`src/rtl/receptor_ctrl.sv`:
```
// receptor_ctrl: per-lane press/hold/fade sequencer for the four receptors.
// Ports: Clk, Reset_n, keycode, frame_clk in; lit/flash/held/press_event/release_event out (one bit per lane).
module receptor_ctrl #(
  parameter logic [7:0] KEY_LEFT     = 8'h34,
  parameter logic [7:0] KEY_DOWN     = 8'h33,
  parameter logic [7:0] KEY_UP       = 8'h35,
  parameter logic [7:0] KEY_RIGHT    = 8'h3b,
  parameter int unsigned FLASH_FRAMES = 4,
  parameter int unsigned FADE_FRAMES  = 2
) (
  input  logic       Clk,
  input  logic       Reset_n,
  input  logic [7:0] keycode,
  input  logic       frame_clk,
  output logic [3:0] lit,
  output logic [3:0] flash,
  output logic [3:0] held,
  output logic [3:0] press_event,
  output logic [3:0] release_event
);

  typedef enum logic [1:0] {
    S_IDLE,
    S_PRESS,
    S_HELD,
    S_FADE
  } state_t;

  localparam logic [3:0] FLASH_LD = 4'(FLASH_FRAMES);
  localparam logic [3:0] FADE_LD  = 4'(FADE_FRAMES);

  logic [7:0] r_kc_q;
  logic [1:0] r_sync;
  logic       r_sync_d;
  logic       r_tick;
  logic [3:0] w_match;

  // frame_clk is asynchronous: two-flop sync, then a registered
  // rising-edge detect gives one tick per frame.
  always_ff @(posedge Clk or negedge Reset_n) begin
    if (!Reset_n) begin
      r_kc_q   <= 8'h00;
      r_sync   <= 2'b00;
      r_sync_d <= 1'b0;
      r_tick   <= 1'b0;
    end else begin
      r_kc_q   <= keycode;
      r_sync   <= {r_sync[0], frame_clk};
      r_sync_d <= r_sync[1];
      r_tick   <= r_sync[1] & ~r_sync_d;
    end
  end

  assign w_match = {
    r_kc_q == KEY_RIGHT,
    r_kc_q == KEY_UP,
    r_kc_q == KEY_DOWN,
    r_kc_q == KEY_LEFT
  };

  for (genvar g = 0; g < 4; g++) begin : g_lane
    state_t     r_st;
    state_t     w_nxt;
    logic [3:0] r_cnt;
    logic [3:0] w_cnt_nxt;
    logic       w_pe;
    logic       w_re;
    logic       w_dec;
    logic       r_lit;
    logic       r_flash;
    logic       r_held;
    logic       r_pe;
    logic       r_re;

    // Counter only moves on a tick while nonzero, so it never wraps.
    assign w_dec = r_tick && (r_cnt != 4'd0);

    always_comb begin
      w_nxt     = r_st;
      w_cnt_nxt = r_cnt;
      w_pe      = 1'b0;
      w_re      = 1'b0;
      unique case (r_st)
        S_IDLE: begin
          if (w_match[g]) begin
            w_nxt     = S_PRESS;
            w_cnt_nxt = FLASH_LD;
            w_pe      = 1'b1;
          end
        end
        S_PRESS: begin
          // release wins over the final flash tick
          if (!w_match[g]) begin
            w_nxt     = S_FADE;
            w_cnt_nxt = FADE_LD;
            w_re      = 1'b1;
          end else if (w_dec) begin
            w_cnt_nxt = r_cnt - 4'd1;
            if (r_cnt == 4'd1) w_nxt = S_HELD;
          end
        end
        S_HELD: begin
          if (!w_match[g]) begin
            w_nxt     = S_FADE;
            w_cnt_nxt = FADE_LD;
            w_re      = 1'b1;
          end
        end
        S_FADE: begin
          // re-press wins over the final fade tick
          if (w_match[g]) begin
            w_nxt     = S_PRESS;
            w_cnt_nxt = FLASH_LD;
            w_pe      = 1'b1;
          end else if (w_dec) begin
            w_cnt_nxt = r_cnt - 4'd1;
            if (r_cnt == 4'd1) w_nxt = S_IDLE;
          end
        end
        default: begin
          w_nxt     = S_IDLE;
          w_cnt_nxt = 4'd0;
        end
      endcase
    end

    always_ff @(posedge Clk or negedge Reset_n) begin
      if (!Reset_n) begin
        r_st    <= S_IDLE;
        r_cnt   <= 4'd0;
        r_lit   <= 1'b0;
        r_flash <= 1'b0;
        r_held  <= 1'b0;
        r_pe    <= 1'b0;
        r_re    <= 1'b0;
      end else begin
        r_st    <= w_nxt;
        r_cnt   <= w_cnt_nxt;
        r_lit   <= (w_nxt != S_IDLE);
        r_flash <= (w_nxt == S_PRESS);
        r_held  <= (w_nxt == S_HELD);
        r_pe    <= w_pe;
        r_re    <= w_re;
      end
    end

    assign lit[g]           = r_lit;
    assign flash[g]         = r_flash;
    assign held[g]          = r_held;
    assign press_event[g]   = r_pe;
    assign release_event[g] = r_re;
  end

endmodule
```
`config.mk`:
```
export PLATFORM = sky130hd
export DESIGN_NAME = receptor_ctrl
export DESIGN_NICKNAME = d
export VERILOG_FILES = /design/src/rtl/receptor_ctrl.sv
export SDC_FILE = /design/constraint.sdc
export NUM_CORES = 1
export LEC_CHECK = 0
export BUFFER_PORTS_ARGS = -buffer_cell sky130_fd_sc_hd__buf_4
export CAP_MARGIN = 20
export CORE_MARGIN = 1
export CORE_UTILIZATION = 56
export CTS_BUF_LIST = sky130_fd_sc_hd__clkbuf_4
export DETAILED_ROUTE_END_ITERATION = 6
export HOLD_SLACK_MARGIN = 0.03
export PLACE_DENSITY = 0.76
export SLEW_MARGIN = 20
export SYNTH_ARGS = -nofsm -noshare
export SYNTH_HDL_FRONTEND = slang
export SYNTH_SLANG_ARGS = --single-unit
```
`constraint.sdc`:
```
create_clock -name Clk -period 2.15 [get_ports Clk]
set_input_delay 0 -clock Clk [delete_from_list [all_inputs] [get_ports Clk]]
set_output_delay 0 -clock Clk [all_outputs]
set_load 0.02 [all_outputs]
```
# After elaboration in Yosys (flattened, before gate mapping)
# Index checks and enable logic that the tools add are counted.
dict set report totals {
  wordCells 178
  ff_bits 56
  in_bits 11
  out_inout_bits 20
}
dict set report op_classes {
  mux 76
  add_sub_neg 4
  eq_ne 36
  bitwise_logic 2
  n_reduce_logical 28
}
# op n
set op_table {}
lappend op_table {{two-way mux 4 bit} 20}
lappend op_table {{two-way mux 2 bit} 32}
lappend op_table {{one-hot mux 4 bit (4 select lines)} 4}
lappend op_table {{equality test 8 x 6 -> 1 bit, second input constant} 4}
lappend op_table {{one-hot mux 2 bit (4 select lines)} 4}
lappend op_table {{equality test 2 bit, second input constant} 12}
lappend op_table {{equality test 2 x 1 -> 1 bit, second input constant} 8}
lappend op_table {{equality test 4 x 1 -> 1 bit, second input constant} 4}
lappend op_table {{two-way mux 1 bit} 16}
lappend op_table {{inequality test 2 bit, second input constant} 8}
lappend op_table {{nonzero test 4 bit} 4}
lappend op_table {{OR reduction 2 bit} 8}
lappend op_table {{subtractor 4 x 1 -> 4 bit, second input constant} 4}
lappend op_table {{zero test 2 bit} 4}
lappend op_table {{AND reduction 2 bit} 4}
lappend op_table {{nonzero test 2 bit} 4}
lappend op_table {{logical AND 1 bit} 4}
lappend op_table {{bitwise AND 1 bit} 1}
lappend op_table {{NOT 1 bit} 1}

# Depth between registers and ports, before layout
# Gate-level depths: netlist of the first run.
dict set report depth {
  depth_word 6
  depth_mapped 8
  mapped_depth_nobuf 8
}

# Worst setup path after synthesis of the first run
# Ideal clock, no wire load.
dict set report synth_path {
  kind {register to register}
  start {reg r_kc_q[1]}
  end {reg g_lane[0].r_cnt[3]}
  path_stages_with_launch 7
  path_buffers 1
  required_time_ps 2070
  setup_time_ps 80
  t_arrival_ps 2084
  setup_slack_ps -14
  period_less_slack_ps 2164
  path_cell_list {dfrtp_1 or3b_1 or3_1 buf_6 mux2_4 or4_4 o211ai_2}
}
dict set report synth_via {
  elab_chain_len 3
  elab_cells_between_ends 7
  classes_between {3 x eq/ne; 3 x mux; 1 x reduce/logical}
}
# element line_no
set synth_lines {}
lappend synth_lines {{from (decl)} 32} ;# logic [7:0] r_kc_q;
lappend synth_lines {{from (signal assigned)} 47} ;# r_kc_q <= keycode;
lappend synth_lines {{equality test 8 x 6 -> 1 bit (*)} 58} ;# r_kc_q == KEY_LEFT
lappend synth_lines {{two-way mux 4 bit, or another cell as far along} 111} ;# if (w_match[g]) begin
lappend synth_lines {{one-hot mux 4 bit (4 select lines) or AND reduction 2 bit (tied branches)} --}
lappend synth_lines {{to (signal assigned)} 138} ;# r_cnt <= w_cnt_nxt;
lappend synth_lines {{to (decl)} 64} ;# logic [3:0] r_cnt;
# Every way passes the cells marked *; elsewhere a longest branch is shown, timed or not.
# A chain may end at the register's enable or synchronous reset.

# Worst setup path in the final report of the first run
dict set report layout_path {
  start {reg r_kc_q[3]}
  end {reg g_lane[2].r_cnt[3]}
}
dict set report layout_via {
  elab_chain_len 3
  elab_cells_between_ends 7
  classes_between {3 x eq/ne; 3 x mux; 1 x reduce/logical}
}
# element line_no
set layout_lines {}
lappend layout_lines {{equality test 8 x 6 -> 1 bit (*)} 56} ;# r_kc_q == KEY_UP,
lappend layout_lines {{two-way mux 4 bit, or another cell as far along} 111}
lappend layout_lines {{one-hot mux 4 bit (4 select lines) or AND reduction 2 bit (tied branches)} --}
lappend layout_lines {{to (signal assigned)} 138}
lappend layout_lines {{to (decl)} 64}
# Marks and branches as above.

==> qor.csv, run 1 <==
stage,metric,value,unit
run_status,status,"finished, final reports clean",
critical_path,crit_path_top_delay_cell,or4_1,
min_path,hp-class,input port to asynchronous set/reset pin,
critical_path,r2r_start,r_kc_q[3],
detailed_routing,routedWlPerCell,14.36,um
timing,finClkSkew,0.002913,ns
clocking,path_clk_slew,0.15,ns
cells_and_area,layout-drive-gt1-share,20.36,%
detailed_routing,finalWirelength,6.648,mm
global_routing,busiest_layer,met2,
place,io_buffers,30,
critical_path,required,2.46,ns
global_routing,grt_use_total,22.04,%
detailed_routing,viasPerCell,5.726,
floorplan,coreArea,5886,um2
clocking,clk_latency,0.38,ns
floorplan,die_x,79.93,um
synth,ys.warnings.count,0,
synth,yosysTopAreaCellShare,41.21,%
global_routing,first_global_vias,2487,
global_routing,grt_first_pass_wirelength,10.92,mm
timing,period_share,99.90,%
detailed_routing,vias,2651,
timing,slew_viol_final,0,
pwr,leakagePower,1.835,nW
clocking,root_buffer,clkbuf_4,
clocking,cts-htree-levels,2,
global_routing,grt_start_max_net_pins,57,
critical_path,worstRegToRegCells,5,
detailed_routing,drcViolationCount,0,
critical_path,crit_buf_inv,0,
synth,syn_inst,351,
detailed_routing,antenna_left,0,
floorplan,start_util,57.78,%
synth,synth_cell_types,55,
critical_path,crit_family,simple AND/OR/NAND/NOR gates,
floorplan,num_io_pins,31,
critical_path,worstPathArrival,2.46,ns
critical_path,r2r-end,g_lane[2].r_cnt[3],
timing,relSlewSlack,52.96,%
global_routing,grt.met2_usage,37.78,%
floorplan,dieArea,6389,um2
place,hpwl,4.619,mm
clocking,cts_buffer_depth,2,
synth,ys_seq_area_share,41.21,%
critical_path,rrSetupSlack,0.002,ns
synth,synth_area_leaders,"dfrtp_1 41%, ha_1 12%, buf_4 4.4%, nor2_1 3.8%, inv_1 3.2%",
synth,syn_nets,394,
critical_path,critPathMaxFanout,3,
critical_path,cp_slowest_stage_delay,0.50,ns
critical_path,crit_chain,"or3b_4, or3_4, mux2_2, or4_1, o211ai_1",
run,maxCapViolCount,0,
timing,grt_setup_unrepaired,yes,
timing,hold_viol,0,
synth,synth_ff_type,dfrtp_1,
cells_and_area,area_delta_synth_final,14.75,%
cells_and_area,final_common_cell,dfrtp_1,
synth,syn_area,3401,um2
pwr,peakVddDrop,0.0007553,V
synth,async_reset_ff_share,100.0,%
timing,finalSetupViolCount,0,
clocking,numCtsBuffers,5,
timing,holdWs,0.1900,ns
detailed_routing,drt_first_pass_iters,4,
floorplan,rows,28,
timing,worst_slew_pin_slew,0.7057,ns
synth,synth_edf_count,0,
timing,min_period,2.148,ns
detailed_routing,drt_iter0_drc,136,
place,place_congestion,0.8295,
critical_path,worstSetupEndpointType,flop,
global_routing,grtUsageMet1,26.51,%
synth,synth_top_area_cell,dfrtp_1,
critical_path,crit_type,flop to flop,
critical_path,critPathLaunchType,flop,
timing,fin_tns_setup,0,ns
synth,syn_avg_cell_area,9.689,um2
cells_and_area,fin_util,66.31,%
pwr,cellPowerDensity,1273,nW/um2
clocking,cts_tree,done,
place,dp_slack,-0.05487,ns
floorplan,die_y,79.93,um
timing,max_freq,465.6,MHz
global_routing,antenna_found_initial,0,
cells_and_area,antennaDiodeCount,0,
cells_and_area,fin_nets,430,
synth,synth_seq_cells,56,
cells_and_area,final_cell_mix,"56 x dfrtp_1, 44 x buf_4, 34 x nor2_1, 32 x ha_1, 29 x inv_1",
clocking,cts.sinks,56,
global_routing,grt-ovfl-total,0,
global_routing,grt_use_met3,5.143,%
timing,worst_slack,0.002248,ns
## stage by stage
stage	total power, mW	cell area (um2)	instances
floorplan	3.691	3401	351
global placement	4.174	3630	442
detailed placement	4.263	3630	442
CTS	4.879	3826	461
global route	5.415	3902	463
finish	4.968	3902	463
## sequential cells by signal (all words and copies together) (netlist names), 4 cells and up
| name | cells |
|---|---|
| r_kc_q | 8 |
| g_lane.r_lit | 4 |
| g_lane.r_pe | 4 |
| g_lane.r_flash | 4 |
| g_lane.r_cnt | 16 |
| g_lane.r_re | 4 |
| g_lane.r_held | 4 |
| g_lane.r_st | 8 |
## routing by layer
| metal | vias up | wire length (um) |
|---|---|---|
| li1 | 1289 | - |
| met1 | 1299 | 2974 |
| met2 | 55 | 3349 |
| met3 | 8 | 247 |
| met4 | 0 | 77 |
| met5 | - | 0 |
## worst max path at each step
stage	from	endpoint	slack, ns	cells after the start
detailed placement	r_kc_q[3]	g_lane[0].r_held	-0.05	7
floorplan	r_kc_q[3]	g_lane[0].r_cnt[3]	0.02	6
CTS	r_kc_q[3]	g_lane[2].r_cnt[3]	0.002	6
global placement	r_kc_q[3]	g_lane[0].r_cnt[3]	0.02	5
global route	r_kc_q[3]	g_lane[2].r_cnt[3]	-0.04	5
finish	r_kc_q[3]	g_lane[2].r_cnt[3]	0.002	5
## repair_timing
action,in CTS,in global routing
endpoints found under the hold margin,65,0
buffers inserted,1,2
setup endpoints to repair,9,19
resized for setup,2,11
hold buffers,10,0
pin swaps,0,2
## final cells by class
type	instances	area, um2
inverters	29	108.9
multi-input cells	240	1777
repair buffers	55	441.7
well taps	75	93.84
flip-flops and latches	56	1401
fillers	480	1983
clock inverters	2	35.03
clock buffers	6	45.04
## cells by family (layout without fill, tap and decap cells)
logic type,count (synthesis),count (layout),synth area share [%]
buffers and inverters,55,92,8.498
AOI/OAI and AO/OA,77,77,15.53
muxes,11,11,3.532
and+or+nand+nor,120,120,19.46
adders and majority gates,32,32,11.77
DFF,56,56,41.21
## worst register-to-register path: cells and delay by family (launching register included)
kind / cells / cell delay [ns]
AO/OA/AOI/OAI: 1 / 0.10
flip-flops: 1 / 0.41
multiplexers: 1 / 0.30
AND/OR/NAND/NOR: 3 / 1.26
## Yosys cell counts, types with 5 or more instances
cell	number
buf_4	20
inv_1	29
a21oi_1	16
mux2i_1	6
and2_1	9
nor2b_1	7
dfrtp_1	56
nand4b_1	5
o21ai_0	16
or2_2	5
a21o_1	5
nand2_1	21
nor2_1	34
ha_1	32
nor3_1	6
## power breakdown
part	internal (mW)	switching (mW)
clock network	0.257	0.324
logic	1.24	1.54
registers	1.38	0.229
Power figures use the tool's default switching activity.
==> run 2: changes to the inputs <==
--- a/config.mk
+++ b/config.mk
@@ -8,11 +8,12 @@
 export BUFFER_PORTS_ARGS = -buffer_cell sky130_fd_sc_hd__buf_4
 export CAP_MARGIN = 20
 export CORE_MARGIN = 1
-export CORE_UTILIZATION = 56
+export CORE_UTILIZATION = 44
 export CTS_BUF_LIST = sky130_fd_sc_hd__clkbuf_4
 export DETAILED_ROUTE_END_ITERATION = 6
 export HOLD_SLACK_MARGIN = 0.03
-export PLACE_DENSITY = 0.76
+export PLACE_DENSITY = 0.61
+export RECOVER_POWER = 25
 export SLEW_MARGIN = 20
 export SYNTH_ARGS = -nofsm -noshare
 export SYNTH_HDL_FRONTEND = slang
==> run 2 against run 1 <==
The run now ends with setup timing left. Die area grew 27%. Clock skew grew 0.010 ns. Clock-buffer cell count shrank 1. Largest cell class unchanged. Sequential share of layout area shrank 0.67 points. Largest power group unchanged.
==> qor.csv, run 2 (synthesized netlist as in run 1, its figures left out) <==
stage,metric,value,unit
cells_and_area,fin_util,53.96,%
floorplan,die_y,89.92,um
critical_path,worstSetupEndpointType,flop,
clocking,path_clk_slew,0.16,ns
critical_path,required,2.44,ns
place,place_congestion,0.8059,
floorplan,coreArea,7370,um2
clocking,root_buffer,clkbuf_4,
timing,grt_setup_unrepaired,yes,
global_routing,grtUsageMet1,21.67,%
global_routing,grt_use_met3,3.046,%
detailed_routing,viasPerCell,5.238,
cells_and_area,largest_reg_flops,16,
pwr,leakagePower,1.847,nW
place,io_buffers,30,
clocking,clk_latency,0.37,ns
timing,relSlewSlack,8.665,%
timing,worst_slew_pin_slew,1.370,ns
detailed_routing,finalWirelength,6.388,mm
cells_and_area,final_cell_mix,"56 x dfrtp_1, 36 x buf_4, 34 x nor2_1, 32 x ha_1, 29 x inv_1",
timing,slew_viol_final,0,
run_status,status,"complete, but fails checks",
critical_path,crit_type,flop to flop,
timing,min_period,2.178,ns
floorplan,die_x,89.92,um
detailed_routing,drcViolationCount,0,
timing,hold_viol,0,
pwr,cellPowerDensity,1242,nW/um2
cells_and_area,fin_cells,488,
clocking,cts.sinks,56,
critical_path,r2r_start,r_kc_q[3],
timing,finClkSkew,0.01316,ns
critical_path,critPathLaunchType,flop,
detailed_routing,routedWlPerCell,13.09,um
place,dp_cells,467,
clocking,cts_buffer_depth,2,
floorplan,dieArea,8085,um2
cells_and_area,final.fill_count,703,
run_status,failed_checks,setup timing,
cells_and_area,antennaDiodeCount,0,
clocking,numCtsBuffers,5,
critical_path,worstPathArrival,2.46,ns
critical_path,critPathMaxFanout,3,
timing,finalSetupViolCount,1,
cells_and_area,layout-drive-gt1-share,21.08,%
clocking,cts-htree-levels,2,
detailed_routing,drt_iter0_drc,66,
detailed_routing,antenna_left,0,
global_routing,busiest_layer,met2,
global_routing,grt_first_pass_wirelength,10.99,mm
global_routing,antenna_found_initial,0,
detailed_routing,vias,2556,
cells_and_area,reg_top3,"g_lane.r_cnt: 16 flops, g_lane.r_st: 8 flops, r_kc_q: 8 flops",
min_path,hp-class,input port to flop,
global_routing,grt.met2_usage,27.24,%
timing,worst_slack,-0.02755,ns
detailed_routing,drt_first_pass_iters,4,
timing,holdWs,0.2765,ns
timing,max_freq,459.2,MHz
clocking,cts_tree,done,
timing,period_share,101.3,%
cells_and_area,area_delta_synth_final,16.92,%
pwr,peakVddDrop,0.0005955,V
global_routing,first_global_vias,2453,
min_path,holdCritStartpoint,frame_clk,
cells_and_area,fin_nets,431,
global_routing,grt_use_total,16.23,%
critical_path,crit_start,r_kc_q[3],
floorplan,rows,31,
run,maxCapViolCount,0,
global_routing,grt_start_max_net_pins,57,
cells_and_area,largest_register,g_lane.r_cnt,
global_routing,grt-ovfl-total,0,
floorplan,start_util,46.15,%
cells_and_area,final_common_cell,dfrtp_1,
place,hpwl,4.405,mm
floorplan,num_io_pins,31,
==> run 2: changes by cell type in the layout (fill, tap and decap cells not counted), sizes merged <==
cell    previous run  this run
buf               45        36
clkbuf             6        15
clkinv             1         2
==> run 2: per-layer routing <==
| layer | routed length [um] | vias to the layer above |
|---|---|---|
| met1 | 3061 | 1223 |
| met2 | 3087 | 40 |
| met3 | 177 | 6 |
| li1 | - | 1287 |
| met4 | 61 | 0 |
| met5 | 0 | - |
==> run 2: final cells by class <==
class	instances	area, um2	share of cell area [%]
Multi-Input combinational cell	240	1824	45.88
Sequential cell	56	1401	35.24
Timing Repair Buffer	56	442.9	11.14
Tap cell	99	123.9	3.115
Inverter	29	108.9	2.738
Clock buffer	5	37.54	0.9440
Clock inverter	3	37.54	0.9440
==> run 2: worst paths after layout <==
check | to | slack, ns | depth (start not counted)
max in group asynchronous | g_lane[0].r_cnt[2] | 0.88 | 2
min in group asynchronous | g_lane[0].r_pe | 0.46 | 2
worst max register to register | g_lane[2].r_cnt[3] | -0.03 | 5
worst max-delay path | g_lane[2].r_cnt[3] | -0.03 | 5
worst min-delay path | r_sync[0] | 0.28 | 2
worst min register to register | r_sync[1] | 0.37 | 0
==> run 2: power breakdown <==
part,total [mW],switching [mW],internal [mW]
combinational,2.75,1.52,1.24
clock,0.564,0.326,0.238
sequential,1.62,0.244,1.38
==> run 2: worst max-delay path, stage by stage (launching register included) <==
cell	delay [ns]
dfrtp_1	0.42
or3b_4	0.41
or3_4	0.35
mux2_4	0.32
or4_4	0.50
o211ai_1	0.10
==> run 2: metrics by stage <==
step | area, um2 | TNS (ns) | worst slack, ns | power (mW)
floorplan | 3401 | 0 | 0.02272 | 3.691
global placement | 3667 | 0 | 0.01415 | 4.184
detailed placement | 3667 | -0.06131 | -0.02643 | 4.224
CTS | 3866 | -0.02267 | -0.02267 | 4.836
global route | 3976 | -0.1282 | -0.07586 | 5.398
finish | 3976 | -0.02755 | -0.02755 | 4.940
==> run 2: timing repair <==
item | 4_1_cts | 5_1_grt
setup endpoints to repair | 7 | 16
pin swaps | 1 | 2
setup buffers | 1 | 2
hold buffers | 10 | 0
hold endpoints to repair | 65 | 0
gates resized for setup | 4 | 15
cloned | 0 | 0
==> run 3: changes to the inputs <==
--- a/config.mk
+++ b/config.mk
@@ -8,11 +8,11 @@
 export BUFFER_PORTS_ARGS = -buffer_cell sky130_fd_sc_hd__buf_4
 export CAP_MARGIN = 20
 export CORE_MARGIN = 1
-export CORE_UTILIZATION = 44
+export CORE_UTILIZATION = 45
 export CTS_BUF_LIST = sky130_fd_sc_hd__clkbuf_4
 export DETAILED_ROUTE_END_ITERATION = 6
 export HOLD_SLACK_MARGIN = 0.03
-export PLACE_DENSITY = 0.61
+export PLACE_DENSITY = 0.63
 export RECOVER_POWER = 25
 export SLEW_MARGIN = 20
 export SYNTH_ARGS = -nofsm -noshare
==> constraint.sdc (replaced) <==
create_clock -name Clk -period 1.9 [get_ports Clk]
set_input_delay 0 -clock Clk [delete_from_list [all_inputs] [get_ports Clk]]
set_output_delay 0 -clock Clk [all_outputs]
set_load 0.02 [all_outputs]
==> run 3 against run 2 <==
The flow still finishes with violations (setup timing). Register-to-register slack lost 0.20 ns. Die area shrank 2.2%. Non-clock buffer count grew 40. Critical path type unchanged. Highest routed layer unchanged.
==> qor.csv, run 3 (synthesized netlist as in run 1, its figures left out) <==
stage,metric,value,unit
critical_path,r2r_start,r_kc_q[3],
critical_path,critPathMaxFanout,3,
floorplan,rows,31,
clocking,cts_buffer_depth,2,
critical_path,path_depth,5,
place,hpwl,4.882,mm
place,io_buffers,30,
timing,holdWs,0.2624,ns
timing,min_period,2.124,ns
pwr,peakVddDrop,0.0006835,V
pwr,cellPowerDensity,1408,nW/um2
timing,worst_slew_pin_slew,1.373,ns
critical_path,cp_slowest_stage_delay,0.50,ns
critical_path,required,2.21,ns
cells_and_area,antennaDiodeCount,0,
clocking,clk_latency,0.39,ns
detailed_routing,finalWirelength,7.166,mm
detailed_routing,viasPerCell,5.222,
critical_path,crit_buf_inv,0,
cells_and_area,layout-drive-gt1-share,36.13,%
global_routing,grt_start_max_net_pins,57,
detailed_routing,drt_iter0_drc,99,
pwr,p_comb_share,62.9,%
run_status,status,"complete, but fails checks",
timing,period_share,111.8,%
cells_and_area,fin_nets,471,
run,maxCapViolCount,0,
cells_and_area,design_area,4511,um2
critical_path,endpoint,g_lane[2].r_cnt[3],
cells_and_area,area_delta_synth_final,32.63,%
floorplan,num_io_pins,31,
clocking,numCtsBuffers,5,
critical_path,critPathLaunchType,flop,
cells_and_area,fin_cells,528,
detailed_routing,vias,2757,
cells_and_area,largest_register,g_lane.r_cnt,
clocking,cts-htree-levels,2,
cells_and_area,final_cell_mix,"65 x buf_4, 55 x dfrtp_1, 30 x nor2_1, 28 x ha_1, 23 x inv_1",
global_routing,grt-ovfl-total,0,
clocking,root_buffer,clkbuf_4,
global_routing,grt_first_pass_wirelength,11.61,mm
critical_path,rrSetupSlack,-0.22,ns
global_routing,first_global_vias,2548,
timing,max_freq,470.9,MHz
timing,finClkSkew,0.01304,ns
min_path,hp-class,input port to flop,
floorplan,dieArea,7909,um2
place,place_congestion,0.8385,
pwr,seqPwrFrac,28.5,%
floorplan,die_x,88.93,um
timing,finalSetupViolCount,16,
timing,grt_setup_unrepaired,yes,
timing,hold_viol,0,
critical_path,worstSetupEndpointType,flop,
floorplan,die_y,88.93,um
place,place_area,3920,um2
critical_path,r2r-end,g_lane[2].r_cnt[3],
cells_and_area,final_common_cell,buf_4,
clocking,path_clk_slew,0.17,ns
critical_path,crit_type,flop to flop,
pwr,swShare,43.01,%
detailed_routing,drcViolationCount,0,
timing,worst_slack,-0.2235,ns
detailed_routing,routedWlPerCell,13.57,um
detailed_routing,antenna_left,0,
critical_path,crit_start,r_kc_q[3],
pwr,power,6.351,mW
pwr,clkPwrFrac,8.6,%
critical_path,crit_family,simple AND/OR/NAND/NOR gates,
cells_and_area,largest_reg_flops,16,
global_routing,grt_use_total,18.88,%
timing,relSlewSlack,8.478,%
cells_and_area,reg_top3,"g_lane.r_cnt: 16 flops, g_lane.r_st: 8 flops, r_kc_q: 8 flops",
place,dp_cells,499,
pwr,p_sw,2.731,mW
floorplan,coreArea,7292,um2
critical_path,worstPathArrival,2.43,ns
pwr,internal-power,3.620,mW
pwr,leakagePower,2.073,nW
critical_path,crit_chain,"or3b_4, or3_4, mux2_2, or4_1, o211ai_1",
critical_path,worstRegToRegCells,5,
critical_path,crit_path_top_delay_cell,or4_1,
clocking,cts.sinks,56,
detailed_routing,drt_first_pass_iters,4,
global_routing,antenna_found_initial,0,
timing,fin_tns_setup,-1.623,ns
run_status,failed_checks,setup timing,
timing,slew_viol_final,0,
floorplan,start_util,46.64,%
clocking,cts_tree,done,
==> run 3: cell types whose count changed in the layout (fill, tap and decap cells not counted), moves of 4 or more <==
cell    delta
nor2_2     +4
ha_1       -4
ha_4       +4
inv_1      -6
buf_6     +11
inv_2      +6
buf_4     +29
nor2_1     -4
==> run 3: power groups by stage <==
stage | combinational, mW | sequential, mW | clock [mW]
2_1_floorplan | 2.43 | 1.78 | 0
3_3_place_gp | 3.26 | 1.79 | 0
3_5_place_dp | 3.31 | 1.80 | 0
4_1_cts | 3.57 | 1.79 | 0.571
5_1_grt | 4.43 | 1.86 | 0.619
6_report | 4.00 | 1.81 | 0.546
==> run 3: area by class of cell <==
class                           count  area [um2]
Multi-Input combinational cell    240        2036
Clock buffer                        5       37.54
Tap cell                           99       123.9
Fill cell                         648        2781
Clock inverter                      3       21.27
Sequential cell                    56        1403
Inverter                           29       108.9
Timing Repair Buffer               96       780.7
==> run 3: metal layers <==
metal	vias up	share of wire [%]	global-route usage [%]
met5	-	0	0
met4	0	0.73	5.195
met3	7	3.1	2.955
met2	43	50	31.96
met1	1332	46	25.29
li1	1375	-	-
==> run 3: stage by stage <==
stage | worst slack, ns | utilization [%]
after detailed placement | -0.2220 | 53.76
after CTS | -0.2175 | 58.61
final | -0.2235 | 61.86
after global routing | -0.3165 | 61.86
after floorplan | -0.2273 | -
after global placement | -0.2132 | 53.76
==> run 3: worst min-delay path by stage <==
stage | startpoint | endpoint | slack, ns | cells after the start
final | frame_clk | r_sync[0] | 0.26 | 2
after global routing | frame_clk | r_sync[0] | 0.23 | 2
after CTS | Reset_n | g_lane[0].r_re | 0.21 | 2
after detailed placement | Reset_n | g_lane[0].r_re | 0.10 | 1
after global placement | Reset_n | g_lane[0].r_pe | 0.1 | 1
after floorplan | Reset_n | g_lane[0].r_cnt[0] | -0.30 | 0
==> run 3: timing repair <==
| item | in CTS | in global routing |
|---|---|---|
| endpoints found under the setup margin | 30 | 28 |
| hold buffers | 10 | 0 |
| gates resized for setup | 31 | 44 |
| hold endpoints to repair | 65 | 0 |
| pin swaps | 12 | 20 |
| buffers inserted | 5 | 6 |
